[src/rtl/run_dump_ctrl.sv]
// rtl/run_dump_ctrl.sv - run controller: hold core in reset, run a bounded cycle budget, then dump the register file
// Outputs are decoded from state, except the counter and dump registers.

module run_dump_ctrl #(
  parameter int unsigned RUN_CYCLES = 100,
  parameter int unsigned REG_NUM    = 32,
  parameter int unsigned ADDR_W     = 5,
  parameter int unsigned DATA_W     = 32
) (
  input  logic              clk_i,
  input  logic              rst_i,
  input  logic              start_i,
  input  logic              halt_i,
  output logic              cpu_rst_o,
  output logic              cpu_en_o,
  output logic [ADDR_W-1:0] rf_raddr_o,
  input  logic [DATA_W-1:0] rf_rdata_i,
  output logic              dump_valid_o,
  input  logic              dump_ready_i,
  output logic [ADDR_W-1:0] dump_idx_o,
  output logic [DATA_W-1:0] dump_data_o,
  output logic [31:0]       cycle_cnt_o,
  output logic              busy_o,
  output logic              done_o
);

  typedef enum logic [2:0] {
    S_IDLE = 3'd0,
    S_CLR  = 3'd1,
    S_RUN  = 3'd2,
    S_RD   = 3'd3,
    S_WAIT = 3'd4,
    S_DONE = 3'd5
  } state_t;

  localparam logic [ADDR_W-1:0] LAST_IDX  = ADDR_W'(REG_NUM - 1);
  localparam logic [31:0]       RUN_LIMIT = 32'(RUN_CYCLES);

  state_t            state;
  state_t            state_n;
  logic [ADDR_W-1:0] idx;
  logic              run_last;
  logic              idx_last;
  logic              beat_done;

  // The exit cycle is itself counted, hence the +1 look-ahead.
  assign run_last  = (cycle_cnt_o + 32'd1) == RUN_LIMIT;
  assign idx_last  = idx == LAST_IDX;
  assign beat_done = dump_valid_o && dump_ready_i;

  always_ff @(posedge clk_i) begin
    if (rst_i) begin
      state <= S_IDLE;
    end else begin
      state <= state_n;
    end
  end

  always_comb begin
    state_n   = state;
    cpu_rst_o = 1'b0;
    cpu_en_o  = 1'b0;
    busy_o    = 1'b0;
    done_o    = 1'b0;
    case (state)
      S_IDLE: begin
        cpu_rst_o = 1'b1;
        if (start_i) state_n = S_CLR;
      end
      S_CLR: begin
        cpu_rst_o = 1'b1;
        busy_o    = 1'b1;
        state_n   = S_RUN;
      end
      S_RUN: begin
        cpu_en_o = 1'b1;
        busy_o   = 1'b1;
        if (run_last || halt_i) state_n = S_RD;
      end
      S_RD: begin
        busy_o  = 1'b1;
        state_n = S_WAIT;
      end
      S_WAIT: begin
        busy_o = 1'b1;
        if (beat_done) state_n = idx_last ? S_DONE : S_RD;
      end
      S_DONE: begin
        done_o = 1'b1;
        if (start_i) state_n = S_CLR;
      end
      default: begin
        cpu_rst_o = 1'b1;
        state_n   = S_IDLE;
      end
    endcase
  end

  // Counter, walk index and the held dump beat.
  always_ff @(posedge clk_i) begin
    if (rst_i) begin
      cycle_cnt_o  <= '0;
      idx          <= '0;
      dump_valid_o <= 1'b0;
      dump_idx_o   <= '0;
      dump_data_o  <= '0;
    end else begin
      case (state)
        S_CLR: begin
          cycle_cnt_o <= '0;
          idx         <= '0;
        end
        S_RUN: begin
          cycle_cnt_o <= cycle_cnt_o + 32'd1;
        end
        S_RD: begin
          dump_data_o  <= rf_rdata_i;
          dump_idx_o   <= idx;
          dump_valid_o <= 1'b1;
        end
        S_WAIT: begin
          if (beat_done) begin
            dump_valid_o <= 1'b0;
            if (!idx_last) idx <= idx + 1'b1;
          end
        end
        default: begin
        end
      endcase
    end
  end

  assign rf_raddr_o = idx;

endmodule

[config.mk]
export PLATFORM = sky130hd
export DESIGN_NAME = run_dump_ctrl
export DESIGN_NICKNAME = d
export VERILOG_FILES = /design/src/rtl/run_dump_ctrl.sv
export SDC_FILE = /design/constraint.sdc
export NUM_CORES = 1
export LEC_CHECK = 0
export ABC_AREA = 1
export BUFFER_PORTS_ARGS = -buffer_cell sky130_fd_sc_hd__buf_4
export CORE_ASPECT_RATIO = 0.8
export CORE_MARGIN = 3
export CORE_UTILIZATION = 45
export CTS_CLUSTER_DIAMETER = 200
export DETAILED_ROUTE_END_ITERATION = 8
export PLACE_DENSITY_LB_ADDON = 0.2
export REMOVE_ABC_BUFFERS = 1
export SLEW_MARGIN = 5
export SYNTH_ARGS = -nofsm -noshare
export SYNTH_HDL_FRONTEND = slang
export SYNTH_SLANG_ARGS = --single-unit
[constraint.sdc]
create_clock -name clk_i -period 2.5 [get_ports clk_i]
set_input_delay 0.125 -clock clk_i [delete_from_list [all_inputs] [get_ports clk_i]]
set_output_delay 0.125 -clock clk_i [all_outputs]
set_load 0.05 [all_outputs]
==> metrics.md <==
| Metric | Value |
|---|---|
| Status | `finished clean` |
| Post-Place Setup Slack | `0.2289 ns` |
| Row count | `30` |
| Drt first pass iters | `6` |
| Io pins | `116` |
| Post-synth EDFFs | `0` |
| RSZ-0062 raised after global routing | `no` |
| Clk_lat worst skew | `0.38 ns` |
| Top layer in use | `met4` |
| Die Wd | `111.3 um` |
| Post-synth top area share | `0.3915` |
| Clock skew | `0.007663 ns` |
| Die H | `90.21 um` |
| Post-CTS setup buffers | `0` |
| Period utilization | `0.8784` |
| Max rail drop VDD | `0.0006471 V` |
| Synth unique cells | `24` |
| Post-synthesis sequential area ratio | `0.3915` |
| Met3 WL post-DR | `913 um` |
| Drt via density | `5.079` |
| Leak | `0.002460 uW` |
| Root Buffer | `clkbuf_8` |
| Routed wire length | `12240 um` |
| GR Overflow Total | `0` |
| Worst hold path class | `in -> reg` |
| Die area | `10040 um2` |
| Met2 wire len | `5511 um` |
| Fin crit period | `2.196 ns` |
| TritonCTS Buffers | `9` |
| Slew headroom | `0.3742` |
| TritonCTS clock tree | `built` |
| Total core area | `8558 um2` |
| Warnings from Yosys | `0` |
| CTS clk-pin slew, worst paths | `0.08 ns` |
| Setup Viol. Count Final | `0` |
| Pin count of the biggest net entering global routing | `41` |
| Worst Setup End Kind | `flop` |
| Gate Count Post-Synth | `638` |
| Global-route wire length before repair | `19910 um` |
| Flop2flop setup slack | `0.30 ns` |
| Most numerous cell in the Yosys netlist | `nand2_1` |
| Routed via count | `4561` |
| Gr usage total | `0.2399` |
| Cell Area, Synth | `3989 um2` |
| Fin. max-slew vios | `0` |
| Crit Path Max Fanout | `7` |
| Number of max-cap violations | `0` |
| Hold Vio Cnt, Final | `0` |
| Share of post-route cells with drive strength above 1 | `0.2010` |
| Met1 Wirelength | `5473 um` |
| Port bufs | `115` |
| Final net count | `822` |
| Initial antenna violation count | `0` |
| H-tree depth | `3` |
| Initial DRC Count | `297` |
| Slew of the pin with the lowest slew margin | `0.9377 ns` |
| Syn avg cell area | `6.252 um2` |
| DR DRC count | `0` |
| Class of the most critical setup path | `reg -> reg` |
| Antenna-violating nets left | `0` |
| Setup ws final | `0.3039 ns` |
| Fmax achieved | `455.4 MHz` |
| Synth area leader | `dfxtp_1` |
| Post-route cell area | `5538 um2` |
| Utilization after layout | `0.6471` |
| Synth top cells by count | `188 x nand2_1, 137 x nor2_1, 78 x dfxtp_1, 55 x inv_1, 46 x o21ai_0` |
| Flops & latches, synth | `78` |
| Startpoint type of the worst setup path | `flop` |
| Crit path DAT | `2.47 ns` |
| Placed inst area | `4966 um2` |
| Dominant synthesized flop cell | `dfxtp_1` |
| Clock tree sinks | `78` |
| Final GP Congestion | `0.9310` |
| Drt wl/cell | `13.63 um` |
| Initial core utilization | `0.4661` |
| CTS max path bufs | `2` |
| P&R area growth vs syn | `38.83%` |
| Diode count | `0` |
| Vias in the first global route | `4160` |
| Synth async-reset ratio | `0` |
| Required @ worst endpoint | `2.77 ns` |
| Hpwl dp | `8570 um` |
| Synth top area cells | `dfxtp_1 39%, nand2_1 18%, nor2_1 13%` |
| Pwr/cell area | `711.6 nW/um2` |
[per-layer routing]
metal  vias to the layer above  track usage
met4                         0       0.1003
met1                      2069       0.3255
met5                         -            0
met2                       174       0.3660
li1                       2282            -
met3                        36      0.05720
[power breakdown]
| part | internal, uW | total (uW) | switching (uW) |
|---|---|---|---|
| Clock | 668 | 1170 | 501 |
| Sequential | 1360 | 1440 | 83.8 |
| Combinational | 381 | 1330 | 947 |
[worst max-delay path: stages (launching register included)]
cell and delay, ns:
dfxtp_2 0.40, ha_2 0.24, nand2_2 0.08, nor2_4 0.15, nand2_2 0.10, nor2_1 0.23
nand2_1 0.09, nand2_1 0.07, nand2_1 0.06, nor2_1 0.12, nand2_1 0.06, nor2_1 0.11
nand3_1 0.11, nand2_2 0.10, nand3_1 0.07, nand2_1 0.06, nor2_1 0.05
[state kept, by name (all words and copies together) (netlist names)]
register and flops:
cycle_cnt_o 32, dump_data_o 32, dump_idx_o 5, dump_valid_o 1, rf_raddr_o 5, state 3
[placed cells by master, fill, tap and decap left out, types with 2 or more instances in the layout]
master           n
a21oi_1         41
o21ai_1          2
nand3_1         22
buf_4          121
xor2_1           3
nor2_1         136
nand2_2          5
ha_1             3
dfxtp_1         75
nand4_1          4
dfxtp_2          3
bufinv_16        3
nand3b_1        10
nor3_1           7
xnor2_1          2
nor2_2           3
dlygate4sd3_1   32
clkbuf_8         9
nor2_4           4
o21ai_0         46
inv_1           55
clkinv_4         2
nand2_1        188
[logic make-up (layout without fill, tap and decap cells)]
group	count (synthesis)	count (layout)	synth area share
compound gates	92	92	0.1173
fa+ha+maj	4	4	0.01255
xor+xnor	5	5	0.01098
simple gates	382	382	0.3952
flops	78	78	0.3915
buf+inv	77	225	0.07246
[final cells by class]
cell class | count | area, um2
Fill cell | 775 | 3020
Multi-Input combinational cell | 483 | 2148
Sequential cell | 78 | 1565
Timing Repair Buffer | 153 | 1229
Inverter | 56 | 210.2
Tap cell | 112 | 140.1
Clock buffer | 9 | 123.9
Clock inverter | 7 | 121.4
[worst paths after layout]
path,from,to,cells past startpoint
hold / removal,dump_ready_i,dump_valid_o$_SDFFE_PP0P_,4
setup reg to reg,cycle_cnt_o[0]$_SDFFE_PP0P_,state[2]$_SDFFE_PP0P_,16
hold reg to reg,dump_valid_o$_SDFFE_PP0P_,dump_valid_o$_SDFFE_PP0P_,2
setup / recovery,cycle_cnt_o[0]$_SDFFE_PP0P_,state[2]$_SDFFE_PP0P_,16
[stage by stage]
step / power [uW] / TNS (ns) / hold slack (ns) / cells
global route: 4116 / 0 / 0.04422 / 898
floorplan: 2307 / -42.95 / 0.1941 / 617
detailed placement: 2752 / 0 / 0.3533 / 850
CTS: 3956 / 0 / 0.01968 / 898
global placement: 2728 / 0 / 0.3467 / 850
finish: 3941 / 0 / 0.03250 / 898
[what timing repair did]
action	CTS	global route
hold buffers	32	0
endpoints found under the hold margin	32	0
gates resized for setup	0	4
endpoints found under the setup margin	0	3
Power figures use the tool's default switching activity.
